==> config.mk <==
export PLATFORM = sky130hd
export DESIGN_NAME = pipe_stage_reg
export DESIGN_NICKNAME = d
export VERILOG_FILES = /design/src/rtl/pipe_stage_reg.sv
export SDC_FILE = /design/constraint.sdc
export NUM_CORES = 1
export LEC_CHECK = 0
export CAP_MARGIN = 20
export CORE_MARGIN = 4
export CORE_UTILIZATION = 38
export DETAILED_ROUTE_END_ITERATION = 12
export PLACE_DENSITY = 0.86
export RECOVER_POWER = 25
export SLEW_MARGIN = 40
export SYNTH_ARGS = -nofsm -noshare
export SYNTH_HDL_FRONTEND = slang
export SYNTH_SLANG_ARGS = --single-unit
==> constraint.sdc <==
create_clock -name clk -period 1.6 [get_ports clk]
set_clock_uncertainty 0.1 [all_clocks]
set_input_delay 0.24 -clock clk [delete_from_list [all_inputs] [get_ports clk]]
set_output_delay 0.24 -clock clk [all_outputs]
set_load 0.02 [all_outputs]
==> src/rtl/pipe_stage_reg.sv <==
`default_nettype none
// +--------------------------------------------------------------------------+
// | Module   : pipe_stage_reg                                                |
// | Purpose  : Pipeline stage register with valid bit, stall hold, flush     |
// |            bubble insertion and optional stall/flush statistics.         |
// | Options  : define PIPE_STAT_EN to build the statistics counters.         |
// | Revision : 1.0 - initial release                                         |
// +--------------------------------------------------------------------------+
module pipe_stage_reg #(
  parameter int                 WIDTH     = 32,
  parameter logic [WIDTH-1:0]   NOP_VALUE = {WIDTH{1'b0}},
  parameter int                 CNT_WIDTH = 16
) (
  input  logic                  clk,
  input  logic                  clrn,
  input  logic [WIDTH-1:0]      d,
  input  logic                  d_valid,
  input  logic                  stall,
  input  logic                  flush,
  input  logic                  cnt_clr,
  output logic [WIDTH-1:0]      q,
  output logic                  q_valid,
  output logic [CNT_WIDTH-1:0]  stall_cnt,
  output logic [CNT_WIDTH-1:0]  flush_cnt,
  output logic [CNT_WIDTH-1:0]  max_stall
);

  logic [WIDTH-1:0] r_q;
  logic             r_valid;

  // Flush beats stall beats load.
  always_ff @(posedge clk or negedge clrn) begin
    if (!clrn) begin
      r_q     <= NOP_VALUE;
      r_valid <= 1'b0;
    end else if (flush) begin
      r_q     <= NOP_VALUE;
      r_valid <= 1'b0;
    end else if (!stall) begin
      r_q     <= d;
      r_valid <= d_valid;
    end
  end

  assign q       = r_q;
  assign q_valid = r_valid;

`ifdef PIPE_STAT_EN
  localparam logic [CNT_WIDTH-1:0] c_cnt_max = {CNT_WIDTH{1'b1}};
  localparam logic [CNT_WIDTH-1:0] c_cnt_one = {{(CNT_WIDTH-1){1'b0}}, 1'b1};

  logic [CNT_WIDTH-1:0] r_stall_cnt;
  logic [CNT_WIDTH-1:0] r_flush_cnt;
  logic [CNT_WIDTH-1:0] r_max_stall;
  logic [CNT_WIDTH-1:0] r_run;
  logic                 w_stall_ev;
  logic [CNT_WIDTH-1:0] w_run_inc;

  assign w_stall_ev = stall & ~flush;
  assign w_run_inc  = (r_run == c_cnt_max) ? c_cnt_max : r_run + c_cnt_one;

  always_ff @(posedge clk or negedge clrn) begin
    if (!clrn) begin
      r_stall_cnt <= '0;
      r_flush_cnt <= '0;
      r_max_stall <= '0;
      r_run       <= '0;
    end else if (cnt_clr) begin
      r_stall_cnt <= '0;
      r_flush_cnt <= '0;
      r_max_stall <= '0;
      r_run       <= '0;
    end else begin
      if (w_stall_ev) begin
        r_run <= w_run_inc;
        if (w_run_inc > r_max_stall)
          r_max_stall <= w_run_inc;
        // Only a stalled real instruction counts as a lost cycle.
        if (r_valid && (r_stall_cnt != c_cnt_max))
          r_stall_cnt <= r_stall_cnt + c_cnt_one;
      end else begin
        r_run <= '0;
      end
      if (flush && r_valid && (r_flush_cnt != c_cnt_max))
        r_flush_cnt <= r_flush_cnt + c_cnt_one;
    end
  end

  assign stall_cnt = r_stall_cnt;
  assign flush_cnt = r_flush_cnt;
  assign max_stall = r_max_stall;
`else
  logic w_unused_cnt_clr;
  assign w_unused_cnt_clr = cnt_clr;
  assign stall_cnt = '0;
  assign flush_cnt = '0;
  assign max_stall = '0;
`endif

endmodule
`default_nettype wire

==> impl_metrics.toml <==
[status]
run_status = "finished, final reports clean"

[clock_tree]
clk_pin_slew_ns = 0.06
clk_latency_ns = 0.27
clockBufferDepth = 2
h-tree-depth = 2
root_buffer = "clkbuf_8"
cts.sinks = 33
cts_made_buffers = 5
cts_hold_buffers = 0
cts_setup_buffers = 0
cts_tree = "built"

[placement]
pre_cts_ws_ns = 0.303
globalplace.congestion = 0.674
io_buffers = 69
dp.final_hpwl_um = 2610

[cells_and_area]
diodes = 0
multi_input_area_um2 = 634
nNetsFinal = 264
final_util_pct = 54.8
area_growth_pct = 38.7
drive_gt1_share_pct = 4.42
fill_cells = 413
register_area_um2 = 826

[synthesis]
yosys.cell_types.count = 9
synthTopCellsByCount = "48 x buf_4, 33 x dfrtp_1, 33 x mux2i_1, 33 x nor2_1"
yosys_warnings = 0
yosys-top-cells-area = "dfrtp_1 48%, buf_4 21%, mux2i_1 19%"
yosysTopAreaCell = "dfrtp_1"
synth_top_area_share_pct = 47.7
synthFlopType = "dfrtp_1"
syn_avg_cell_area_um2 = 11.1
synth_edf_count = 0
synth_seq_area_share_pct = 47.7
netlist_area_um2 = 1730
ys_ff_latch = 33
synth.most_common_cell = "buf_4"
ys_async_sr_fraction_pct = 100
syn_inst = 156

[floorplan]
fp.dieW_um = 75.5
initial_core_util_pct = 39.5
rows = 24
die_y_um = 75.5
io_pins = 119
die-area_um2 = 5700
coreArea_um2 = 4380

[timing]
drv_slew = 0
rsz0062_at_grt = "no"
slew-limit-headroom_pct = 43.8
worst-slew-pin-transition_ns = 0.843
holdWs_ns = 0.417
finalCritPeriodShare_pct = 97.5
fin_setup_tns_ns = 0
setup_violations = 0
hold_violations = 0
clock.fmax_mhz = 641
setup_ws_ns = 0.0395
finalCriticalPeriod_ns = 1.56

[global_route]
grt_pass1_wl_um = 5130
grt_pass1_vias = 1085
antenna_found_initial = 0
grt_max_degree = 34
grt-ovfl-total = 0
gr-usage-all-layers_pct = 12.0

[detailed_routing]
drt_iter0_markers = 59
firstDrtPassIters = 4
route.vias.total = 1164
ant_nets = 0
post_drt_wl_per_cell_um = 13.0
drt-total-wl_um = 3620
drc = 0
viasPerCell = 4.19

[critical_path]
worstPathRequired_ns = 1.26
crit_chain = "clkdlybuf4s50_1"
slowest_stage = "clkdlybuf4s50_1"
crit_buf_inv = 1
arrival_ns = 1.22
critPathCaptureType = "output port"
reg2reg_slack_ns = 0.81
crit_cells = 1
slowest_delay_ns = 0.60
cp-start-kind = "register"
path_max_fanout = 2
ff2ff_path_depth = 2
critPathKind = "reg2out"
critPathTopFamily = "buffers and inverters"

[power]
p_total_w = 0.00199
p_leak_nw = 1.58
power.density_nw_per_um2 = 829
peakVddDrop_mv = 0.365

[hold_path]
hp-class = "reg2reg"
hold_depth = 2

[flow_run]
cap_violations = 0
-- path summary, 6_finish.rpt --
| kind | endpoint | startpoint |
|---|---|---|
| max reg2reg | q[20] | q[20] |
| min | q[0] | q[0] |
| max | q[10] | q[10] |
| min in group asynchronous | q[14] | clrn |
| min reg2reg | q[0] | q[0] |
| max in group asynchronous | q[2] | clrn |
-- stage by stage --
step	area, µm²	cells
after global routing	2400	278
after CTS	2350	278
after detailed placement	2270	271
after floorplan	1910	203
final	2400	278
after global placement	2270	271
-- registers in the layout, indices dropped and copies added, names as in the netlist --
signal	cells
q_valid	1
q	32
-- what timing repair did --
| action | CTS | global route |
|---|---|---|
| setup endpoints to repair | 3 | 25 |
| resized for setup | 3 | 25 |
| endpoints found under the hold margin | 0 | 0 |
-- cell type report --
class | count | share of cell area, %
multi-input combinational | 114 | 26.4
tap | 52 | 2.71
timing repair buffer | 72 | 32.9
sequential | 33 | 34.4
clock buffer | 7 | 3.60
-- metal layers --
layer / part of all wire (%) / vias to the layer above / track usage (%)
li1: - / 539 / -
met1: 36 / 554 / 14.0
met2: 52 / 66 / 20.3
met3: 11 / 5 / 4.09
met4: 1.5 / 0 / 4.66
met5: 0 / - / 0
-- worst min-delay path, stage by stage, from the launching register on --
cell and delay [ns]:
dfrtp_1 0.34, mux2i_1 0.07, nor2_1 0.07
-- kinds of logic after synthesis --
| logic type | after synthesis | share of synthesized area [%] |
|---|---|---|
| buffers and inverters | 56 | 25.9 |
| flip-flops | 33 | 47.7 |
| multiplexers | 33 | 19.1 |
| other | 1 | 0.217 |
| AND/OR/NAND/NOR | 33 | 7.15 |
-- cell usage in the layout, fill, tap and decap left out --
cell,n
dlygate4sd2_1,3
nor2_1,33
buf_12,2
clkbuf_2,1
dlymetal6s2s_1,25
dfrtp_1,33
clkbuf_8,6
clkdlybuf4s50_1,39
clkbuf_1,1
buf_2,1
mux2i_1,33
dlygate4sd3_1,1
conb_1,48
-- power by group --
| group | internal [W] | switching (W) |
|---|---|---|
| logic | 0.000200 | 0.000271 |
| clock network | 0.000341 | 0.000275 |
| registers | 0.000881 | 0.0000220 |
| total | 0.00142 | 0.000567 |
(Power assumes the default switching activity.)
